File: config.mk
export PLATFORM = sky130hd
export DESIGN_NAME = arb_requester_flat
export DESIGN_NICKNAME = d
export VERILOG_FILES = /design/src/rtl/arb_requester_if.sv /design/src/rtl/arb_requester.sv /design/src/flat_wrapper.sv
export SDC_FILE = /design/constraint.sdc
export NUM_CORES = 1
export LEC_CHECK = 0
export ABC_AREA = 1
export CAP_MARGIN = 40
export CORE_MARGIN = 2
export CORE_UTILIZATION = 63
export CTS_CLUSTER_DIAMETER = 60
export DETAILED_ROUTE_END_ITERATION = 10
export DONT_BUFFER_PORTS = 1
export HOLD_SLACK_MARGIN = 0.12
export PLACE_DENSITY = 0.79
export SKIP_LAST_GASP = 1
export SLEW_MARGIN = 30
export SYNTH_ARGS = -nofsm -noshare
export SYNTH_HDL_FRONTEND = slang
export SYNTH_HIERARCHICAL = 1
export SYNTH_SLANG_ARGS = --single-unit
File: constraint.sdc
create_clock -name clk -period 2.2 [get_ports clk]
set_clock_uncertainty 0.05 [all_clocks]
set_input_delay 0.44 -clock clk [delete_from_list [all_inputs] [get_ports clk]]
set_output_delay 0.44 -clock clk [all_outputs]
set_load 0.005 [all_outputs]
File: src/rtl/arb_requester_if.sv
// arb_requester_if: job intake, request/grant and beat signals of arb_requester.
//   master : job source and grant source (arbiter side / testbench)
//   slave  : arb_requester
//   job_valid/job_ch/job_len -> job_ready   job offer handshake
//   REQ -> arbiter, GNT <- arbiter          4 channels, GNT registered one-hot
//   beat_valid/beat_ch/beat_last            beat transferred this cycle
//   busy, err                               per-channel outstanding, sticky errors
interface arb_requester_if;
  logic       job_valid;
  logic [1:0] job_ch;
  logic [3:0] job_len;
  logic       job_ready;
  logic [3:0] REQ;
  logic [3:0] GNT;
  logic       beat_valid;
  logic [1:0] beat_ch;
  logic       beat_last;
  logic [3:0] busy;
  logic [1:0] err;

  modport master (
    output job_valid, job_ch, job_len, GNT,
    input  job_ready, REQ, beat_valid, beat_ch, beat_last, busy, err
  );

  modport slave (
    input  job_valid, job_ch, job_len, GNT,
    output job_ready, REQ, beat_valid, beat_ch, beat_last, busy, err
  );
endinterface

File: src/rtl/arb_requester.sv
// arb_requester: accepts jobs (channel + beat count) for 4 channels, raises a
// request line per pending channel towards a round-robin arbiter and counts
// down beats as grants come back.
//   clk  : clock, rising edge
//   rst  : asynchronous active-low reset
//   bus  : arb_requester_if.slave (job handshake, REQ/GNT, beat, busy, err)
// Optional build macro GRANT_CHECK_EN adds sticky grant checkers on err:
//   err[0] multi-grant seen, err[1] grant to a channel not requesting.
// Without it err is tied to 00 and no checker state exists.

// Per-channel remaining-beat counter. rem=0 is IDLE, rem>0 is PEND.
module arb_req_chan (
  input  logic       clk,
  input  logic       rst,
  input  logic       i_load,
  input  logic [3:0] i_len,
  input  logic       i_beat,
  input  logic       i_gnt,
  output logic       o_idle,
  output logic       o_last,
  output logic       o_req
);
  logic [3:0] r_rem;

  always_ff @(posedge clk or negedge rst) begin
    if (!rst)                      r_rem <= 4'd0;
    else if (i_load)               r_rem <= i_len;
    else if (i_beat && !o_idle)    r_rem <= r_rem - 4'd1;
  end

  assign o_idle = (r_rem == 4'd0);
  assign o_last = (r_rem == 4'd1);
  // Drop the request while the last beat is being granted so the registered
  // arbiter never issues a grant to an already-finished channel.
  assign o_req  = !o_idle && !(o_last && i_gnt);
endmodule

module arb_requester (
  input  logic           clk,
  input  logic           rst,
  arb_requester_if.slave bus
);
  localparam int NUM_CH = 4;

  logic [NUM_CH-1:0] w_idle, w_last, w_req, w_beat, w_load;
  logic              w_onehot, w_accept;
  logic [1:0]        w_beat_ch;

  // Multi-grant disables all beats; zero grant is simply idle.
  assign w_onehot = (bus.GNT != 4'd0) && ((bus.GNT & (bus.GNT - 4'd1)) == 4'd0);

  // Loads only target IDLE channels and beats only PEND ones, so a channel
  // can never load and count in the same cycle; a channel doing its last
  // beat is still PEND, which blocks re-acceptance until the next cycle.
  assign w_accept      = bus.job_valid && w_idle[bus.job_ch];
  assign bus.job_ready = w_accept;

  for (genvar g = 0; g < NUM_CH; g++) begin : g_ch
    assign w_beat[g] = w_onehot && bus.GNT[g] && !w_idle[g];
    assign w_load[g] = w_accept && (bus.job_ch == 2'(g)) && (bus.job_len != 4'd0);

    arb_req_chan u_ch (
      .clk    (clk),
      .rst    (rst),
      .i_load (w_load[g]),
      .i_len  (bus.job_len),
      .i_beat (w_beat[g]),
      .i_gnt  (bus.GNT[g]),
      .o_idle (w_idle[g]),
      .o_last (w_last[g]),
      .o_req  (w_req[g])
    );
  end

  always_comb begin
    w_beat_ch = 2'd0;
    for (int i = 0; i < NUM_CH; i++)
      if (w_beat[i]) w_beat_ch = 2'(i);
  end

  assign bus.REQ        = w_req;
  assign bus.busy       = ~w_idle;
  assign bus.beat_valid = |w_beat;
  assign bus.beat_ch    = w_beat_ch;
  assign bus.beat_last  = |(w_beat & w_last);

`ifdef GRANT_CHECK_EN
  logic [1:0]        r_err;
  logic [NUM_CH-1:0] r_req_d;   // REQ of the previous cycle

  always_ff @(posedge clk or negedge rst) begin
    if (!rst) begin
      r_err   <= 2'b00;
      r_req_d <= '0;
    end else begin
      r_req_d <= w_req;
      if ((bus.GNT != 4'd0) && !w_onehot) r_err[0] <= 1'b1;
      if (|(bus.GNT & ~r_req_d))          r_err[1] <= 1'b1;
    end
  end

  assign bus.err = r_err;
`else
  assign bus.err = 2'b00;
`endif
endmodule

File: src/flat_wrapper.sv
// flat-port wrapper written by rule: the top's interface ports become plain ports
module arb_requester_flat 
  (clk, rst, bus_job_valid, bus_job_ch, bus_job_len, bus_GNT, bus_job_ready, bus_REQ, bus_beat_valid, bus_beat_ch, bus_beat_last, bus_busy, bus_err);
  arb_requester_if bus_i ();
  input  logic clk;
  input  logic rst;
  input wire logic [$bits(bus_i.job_valid)-1:0] bus_job_valid;
  input wire logic [$bits(bus_i.job_ch)-1:0] bus_job_ch;
  input wire logic [$bits(bus_i.job_len)-1:0] bus_job_len;
  input wire logic [$bits(bus_i.GNT)-1:0] bus_GNT;
  output wire logic [$bits(bus_i.job_ready)-1:0] bus_job_ready;
  output wire logic [$bits(bus_i.REQ)-1:0] bus_REQ;
  output wire logic [$bits(bus_i.beat_valid)-1:0] bus_beat_valid;
  output wire logic [$bits(bus_i.beat_ch)-1:0] bus_beat_ch;
  output wire logic [$bits(bus_i.beat_last)-1:0] bus_beat_last;
  output wire logic [$bits(bus_i.busy)-1:0] bus_busy;
  output wire logic [$bits(bus_i.err)-1:0] bus_err;
  assign bus_i.job_valid = bus_job_valid;
  assign bus_i.job_ch = bus_job_ch;
  assign bus_i.job_len = bus_job_len;
  assign bus_i.GNT = bus_GNT;
  assign bus_job_ready = bus_i.job_ready;
  assign bus_REQ = bus_i.REQ;
  assign bus_beat_valid = bus_i.beat_valid;
  assign bus_beat_ch = bus_i.beat_ch;
  assign bus_beat_last = bus_i.beat_last;
  assign bus_busy = bus_i.busy;
  assign bus_err = bus_i.err;
  arb_requester u_core (.clk(clk), .rst(rst), .bus(bus_i));
endmodule
==> metrics.yaml, run 1 <==
run_status:
  outcome: "finished clean"
synthesis:
  netlist_instances: 229
  synth_compound_area_frac: 0.0770
  ys.warnings.count: 6
  synth_area_leaders: "dfrtp_1 (28%), nand2_1 (15%), inv_1 (12%)"
  synth_xor_area_frac: 0.0245
  synth_edf_count: 0
  synth_area_leader_cell: "dfrtp_1"
  netlist_top_cells_count: "nand2_1 (57), inv_1 (47), nand3_1 (24)"
  ys_ff_latch: 16
  synth_top_family_by_area: "simple AND/OR/NAND/NOR gates"
  synthSimpleGateAreaFrac: 0.402
  ys.flop_type: "dfrtp_1"
  yosysSeqAreaShare: 0.280
  yosys-mux-area-fraction: 0
  synth_cell_type_count: 16
  synth_area_per_cell_um2: 6.25
  netlist_area_mm2: 0.00143
  synth_top_area_share: 0.280
  yosys.area_share.adder: 0.0700
  synth_most_common_cell: "nand2_1"
  async_flop_share: 1.00
cells_and_area:
  final_nets: 273
  largest_register_ff_count: 16
  regMostFlops: "u_core/g_ch.u_ch/r_rem"
  layout.area.seq_um2: 400
  fillerInstances: 159
  area_delta_synth_final_pct: 18.6
  multi_input_area_um2: 885
  drive_gt1_frac: 0.223
  top_regs: "u_core/g_ch.u_ch/r_rem (16)"
  antennaDiodeCount: 0
  instances_no_fill: 279
global_route:
  grt_usage: 0.273
  antenna_found_initial: 0
  grt_pass1_wl_mm: 5.57
  grt_max_degree: 17
  grt_pass1_vias: 1318
  overflow: 0
detailed_routing:
  post_drt_wl_per_cell_um: 13.1
  drt-total-wl_mm: 3.64
  drc_errors: 0
  via_count: 1494
  via_per_inst: 5.35
  drt_iter0_markers: 49
  ant_nets: 0
  drt_pass1_iterations: 4
critical_path:
  slowest_stage: "dfrtp_1"
  worstPathArrival_ns: 1.65
  path_buf_inv: 4
  worst-r2r-cell-count: 15
  crit_family: "simple AND/OR/NAND/NOR gates"
  cp_num_cells: 10
  crit_type: "register to output port"
  crit_path_end_kind: "output port"
  cp_slowest_stage_delay_ns: 0.43
  crit_fanout: 3
  start_kind: "register"
  required_ns: 1.71
  path_cells: "inv_2, ha_4, nand3_4, inv_2, inv_1, buf_4, nand4_1, nor2_1, nor2_1, nand2_1"
clock_tree:
  root_buffer: "clkbuf_4"
  cts_tree: "yes"
  clk_pin_slew_ns: 0.10
  cts_num_sinks: 16
  htree_levels: 1
  cts_buffer_depth: 2
  cts_buffers: 3
  clock_latency_ns: 0.29
power_and_ir_drop:
  p_per_area_mw_per_mm2: 1230
  leakage_nw: 0.887
  total_power_mw: 2.09
  vdd_drop_max_uv: 879
floorplan:
  initial_core_util: 0.659
  rows: 17
  chipWidth_um: 51.6
  io_pins: 28
  die_height_um: 51.6
  coreArea_mm2: 0.00217
  die-area_mm2: 0.00267
place:
  hpwl_mm: 2.52
  dp.cells: 262
  port_buffers: 0
  gp_congestion: 0.916
sta:
  maxSlewViolCount: 0
  fin_crit_sh: 0.972
  fmax_mhz: 468
  setup_viol: 0
  hold_viol: 0
  period_needed_ns: 2.14
flow_run:
  cap_violations: 0
min_path:
  hold_path_class: "input pin to register"
  whs_path_depth: 4
stage by stage:
step | area [um^2] | worst slack (ns) | util | setup TNS (ns) | hold WS [ns]
6_report | 1700 | 0.0620 | 0.782 | 0 | 0.326
5_1_grt | 1700 | -0.0340 | 0.782 | -0.0624 | 0.345
4_1_cts | 1580 | 0.00281 | 0.730 | 0 | 0.310
3_5_place_dp | 1500 | 0.0512 | 0.691 | 0 | 0.0948
3_3_place_gp | 1500 | 0.149 | 0.691 | 0 | 0.0947
2_1_floorplan | 1430 | 0.167 | - | 0 | 0.0944
cell families (layout without fill, tap and decap cells):
family | after synthesis | after routing
fa+ha+maj | 8 | 8
flops | 16 | 16
xor+xnor | 4 | 4
other cells | 1 | 2
compound gates | 22 | 22
simple gates | 125 | 125
buf+inv | 53 | 74
cell type report:
cell class,count,share of cell area
Clock buffer,4,0.0214
Sequential cell,16,0.236
Multi-Input combinational cell,161,0.521
Tap cell,28,0.0206
Inverter,51,0.113
Timing Repair Buffer,19,0.0878
what timing repair did:
item                                   4_1_cts  5_1_grt
hold buffers                                 1        0
setup buffers                                4        7
resized for setup                            4       20
endpoints found under the hold margin       16        0
pin swaps                                    3        8
gates cloned                                 0        0
setup endpoints to repair                    2       18
report_power, final:
group / internal, mW / leakage (nW) / switching [mW]
sequential: 0.439 / 0.199 / 0.162
combinational: 0.564 / 0.667 / 0.722
clock: 0.101 / 0.0210 / 0.104
path summary, 6_finish.rpt:
kind                                                           from                                  endpoint  slack (ns)
max reg2reg                u_core/g_ch[2].u_ch/r_rem[0]$_DFFE_PN0P_  u_core/g_ch[3].u_ch/r_rem[3]$_DFFE_PN0P_        0.17
min reg2reg                u_core/g_ch[1].u_ch/r_rem[3]$_DFFE_PN0P_  u_core/g_ch[1].u_ch/r_rem[3]$_DFFE_PN0P_        0.53
max                        u_core/g_ch[0].u_ch/r_rem[0]$_DFFE_PN0P_                             bus_beat_last        0.06
max in group asynchronous                                       rst  u_core/g_ch[0].u_ch/r_rem[0]$_DFFE_PN0P_        1.39
min in group asynchronous                                       rst  u_core/g_ch[1].u_ch/r_rem[3]$_DFFE_PN0P_        0.35
min                                                  bus_job_len[2]  u_core/g_ch[3].u_ch/r_rem[2]$_DFFE_PN0P_        0.33
tightest hold or removal path, stage by stage:
cell and delay, ns:
nand2_1 0.03, o21ai_0 0.06, nand2_1 0.05, nand2_1 0.06
routing by layer:
metal | part of all wire | routed length (um) | up-vias | track usage
met5 | 0 | 0 | - | 0
met4 | 0.0099 | 36 | 0 | 0.0702
met3 | 0.078 | 284 | 6 | 0.0661
met2 | 0.51 | 1860 | 49 | 0.498
met1 | 0.40 | 1460 | 691 | 0.317
li1 | - | - | 748 | -
layout by cell type (no fill, tap or decap), drive strengths merged:
cell	synthesis	routed
ha	8	8
inv	51	51
buf	2	18
conb	1	2
nand3	28	28
or2	4	4
xnor2	4	4
nand2	66	66
nor2	18	18
nor3	4	4
dfrtp	16	16
clkbuf	0	4
o21ai	22	22
dlygate4sd3	0	1
nand4	5	5
Power figures use the tool's default switching activity.
==> run 2: changes to the inputs <==
CAP_MARGIN = 15   (was 40)
==> run 2 against run 1 <==
Hold slack improved by 0.0018 ns. Non-clock buffer count decreased by 1. Utilization decreased by 0.52 points. Maximum frequency increased by 0.27%. Sequential share of layout area increased by 0.16 points. Wire length increased by 0.85%. Critical path type unchanged. Highest routed layer unchanged.
==> metrics.yaml, run 2 (same netlist as run 1, synthesis figures left out) <==
critical_path:
  worst-r2r-setup-slack_ns: 0.17  # about the same
  crit_type: "register to output port"
  r2r-end: "u_core/g_ch[3].u_ch/r_rem[3]$_DFFE_PN0P_"
  worst-r2r-cell-count: 15  # unchanged
  required_ns: 1.71  # about the same
  crit_path_end_kind: "output port"
  crit_fanout: 4  # +1
  worstPathArrival_ns: 1.64  # about the same
  reg2reg_from: "u_core/g_ch[2].u_ch/r_rem[0]$_DFFE_PN0P_"
  slowest_stage: "dfrtp_1"
  cp_slowest_stage_delay_ns: 0.40  # -0.03 ns
  path_cells: "inv_2, ha_2, nand3_2, inv_2, inv_1, nand4_1, nor2_1, nor2_1, nand2_1"
  start_kind: "register"
detailed_routing:
  drt-total-wl_mm: 3.67  # +0.85%
  ant_nets: 0  # unchanged
  via_count: 1488  # -0.40%
  drt_iter0_markers: 47  # -4.1%
  via_per_inst: 5.35  # about the same
  drc_errors: 0  # unchanged
  post_drt_wl_per_cell_um: 13.2  # +1.2%
  drt_pass1_iterations: 6  # +2
power_and_ir_drop:
  vdd_drop_max_uv: 878  # about the same
  p_per_area_mw_per_mm2: 1240  # +0.79%
  internal_power_mw: 1.10  # -0.19%
  p_sw_frac: 0.474  # +0.00163
  leakage_nw: 0.881  # -0.68%
  comb_power_share: 0.616  # about the same
  p_clk_frac: 0.098  # about the same
  switchingPower_mw: 0.993  # +0.46%
  power_frac_seq: 0.286  # about the same
sta:
  fmax_mhz: 469  # +0.27%
  fin_setup_tns_ns: 0  # unchanged
  hold_viol: 0  # unchanged
  setup_viol: 0  # unchanged
  relSlewSlack: 0.490
  fin_crit_sh: 0.969  # -0.00258
  worst_pin_slew_ns: 0.762
  maxSlewViolCount: 0  # unchanged
  period_needed_ns: 2.13  # -0.00567 ns
global_route:
  antenna_found_initial: 0  # unchanged
  grt_pass1_vias: 1318  # unchanged
  overflow: 0  # unchanged
  grt_usage: 0.273  # unchanged
  grt_pass1_wl_mm: 5.57  # unchanged
  grt_max_degree: 17  # unchanged
floorplan:
  coreArea_mm2: 0.00217  # unchanged
  die_height_um: 51.6  # unchanged
  io_pins: 28  # unchanged
  initial_core_util: 0.659  # unchanged
  die-area_mm2: 0.00267  # unchanged
  rows: 17  # unchanged
  chipWidth_um: 51.6  # unchanged
clock_tree:
  cts_tree: "yes"
  clock_latency_ns: 0.29  # about the same
  htree_levels: 1  # unchanged
  cts_buffers: 3  # unchanged
  root_buffer: "clkbuf_4"
  cts_num_sinks: 16  # unchanged
  clk_pin_slew_ns: 0.11  # about the same
  cts_buffer_depth: 2  # unchanged
place:
  hpwl_mm: 2.52  # unchanged
  gp_congestion: 0.916  # unchanged
  port_buffers: 0  # unchanged
cells_and_area:
  final_nets: 272  # -0.37%
  regMostFlops: "u_core/g_ch.u_ch/r_rem"
  mostFrequentLayoutCells: "nand2_1 (57), inv_1 (35), nand3_1 (24)"
  area_delta_synth_final_pct: 17.8
  top_regs: "u_core/g_ch.u_ch/r_rem (16)"
  largest_register_ff_count: 16  # unchanged
  layout_commonest_cell: "nand2_1"
  utilization: 0.777  # -0.00519
  drive_gt1_frac: 0.220  # -0.00311
  antennaDiodeCount: 0  # unchanged
min_path:
  min_from: "bus_job_len[2]"
  whs_path_depth: 4  # unchanged
  hold_end: "u_core/g_ch[0].u_ch/r_rem[2]$_DFFE_PN0P_"
  hold_path_class: "input pin to register"
run_status:
  outcome: "finished clean"
flow_run:
  cap_violations: 0  # unchanged
==> run 2: cell count changes in the layout (fill, tap and decap cells not counted) <==
cell,delta
buf_6,-1
==> run 2: worst max-delay path by stage <==
stage                                                   from                                        to  slack [ns]
floorplan           u_core/g_ch[0].u_ch/r_rem[0]$_DFFE_PN0P_  u_core/g_ch[0].u_ch/r_rem[3]$_DFFE_PN0P_        0.17
global placement    u_core/g_ch[2].u_ch/r_rem[0]$_DFFE_PN0P_  u_core/g_ch[2].u_ch/r_rem[3]$_DFFE_PN0P_        0.15
detailed placement  u_core/g_ch[2].u_ch/r_rem[0]$_DFFE_PN0P_  u_core/g_ch[2].u_ch/r_rem[3]$_DFFE_PN0P_        0.05
CTS                 u_core/g_ch[2].u_ch/r_rem[0]$_DFFE_PN0P_                             bus_job_ready       0.003
global route        u_core/g_ch[0].u_ch/r_rem[0]$_DFFE_PN0P_                             bus_beat_last       -0.03
finish              u_core/g_ch[3].u_ch/r_rem[0]$_DFFE_PN0P_                             bus_beat_last        0.07
==> run 2: area by class of cell <==
cell class / count / area [um^2]
multi-input combinational: 161 / 885
inverter: 51 / 191
tap: 28 / 35.0
timing repair buffer: 18 / 138
sequential: 16 / 400
fill: 158 / 484
clock buffer: 4 / 36.3
==> run 2: critical path, delay by kind of cell (launching register included) <==
| family | cells | cell delay, ns |
|---|---|---|
| AND/OR/NAND/NOR | 5 | 0.51 |
| adder cells (fa/ha/maj) | 1 | 0.19 |
| buffers and inverters | 3 | 0.24 |
| flip-flops | 1 | 0.40 |
==> run 2: repair_timing <==
item	in CTS	in global routing
resized for setup	4	20
pin swaps	3	8
setup endpoints to repair	2	18
hold buffers	1	0
endpoints found under the hold margin	16	0
cloned	0	0
setup buffers	4	7
==> run 2: per-layer routing <==
| layer | vias to the layer above | part of all wire | track usage |
|---|---|---|---|
| li1 | 746 | - | - |
| met1 | 703 | 0.41 | 0.317 |
| met2 | 37 | 0.52 | 0.498 |
| met3 | 2 | 0.063 | 0.0661 |
| met4 | 0 | 0.0049 | 0.0702 |
| met5 | - | 0 | 0 |
==> run 2: through the flow <==
step	cells	hold slack (ns)	cell area [um^2]	total power, mW	setup WS, ns
after CTS	271	0.310	1580	1.87	0.00281
after global routing	278	0.356	1690	2.31	-0.0340
after floorplan	230	0.0944	1430	1.39	0.167
final	278	0.327	1690	2.09	0.0677
after detailed placement	262	0.0948	1500	1.61	0.0512
after global placement	262	0.0947	1500	1.57	0.149
==> run 2: power by group through the flow <==
stage	Clock, mW	Sequential (mW)	Combinational, mW
2_1_floorplan	0	0.550	0.839
3_5_place_dp	0	0.593	1.02
5_1_grt	0.212	0.614	1.48
6_report	0.205	0.600	1.29
3_3_place_gp	0	0.583	0.987
4_1_cts	0.215	0.583	1.07
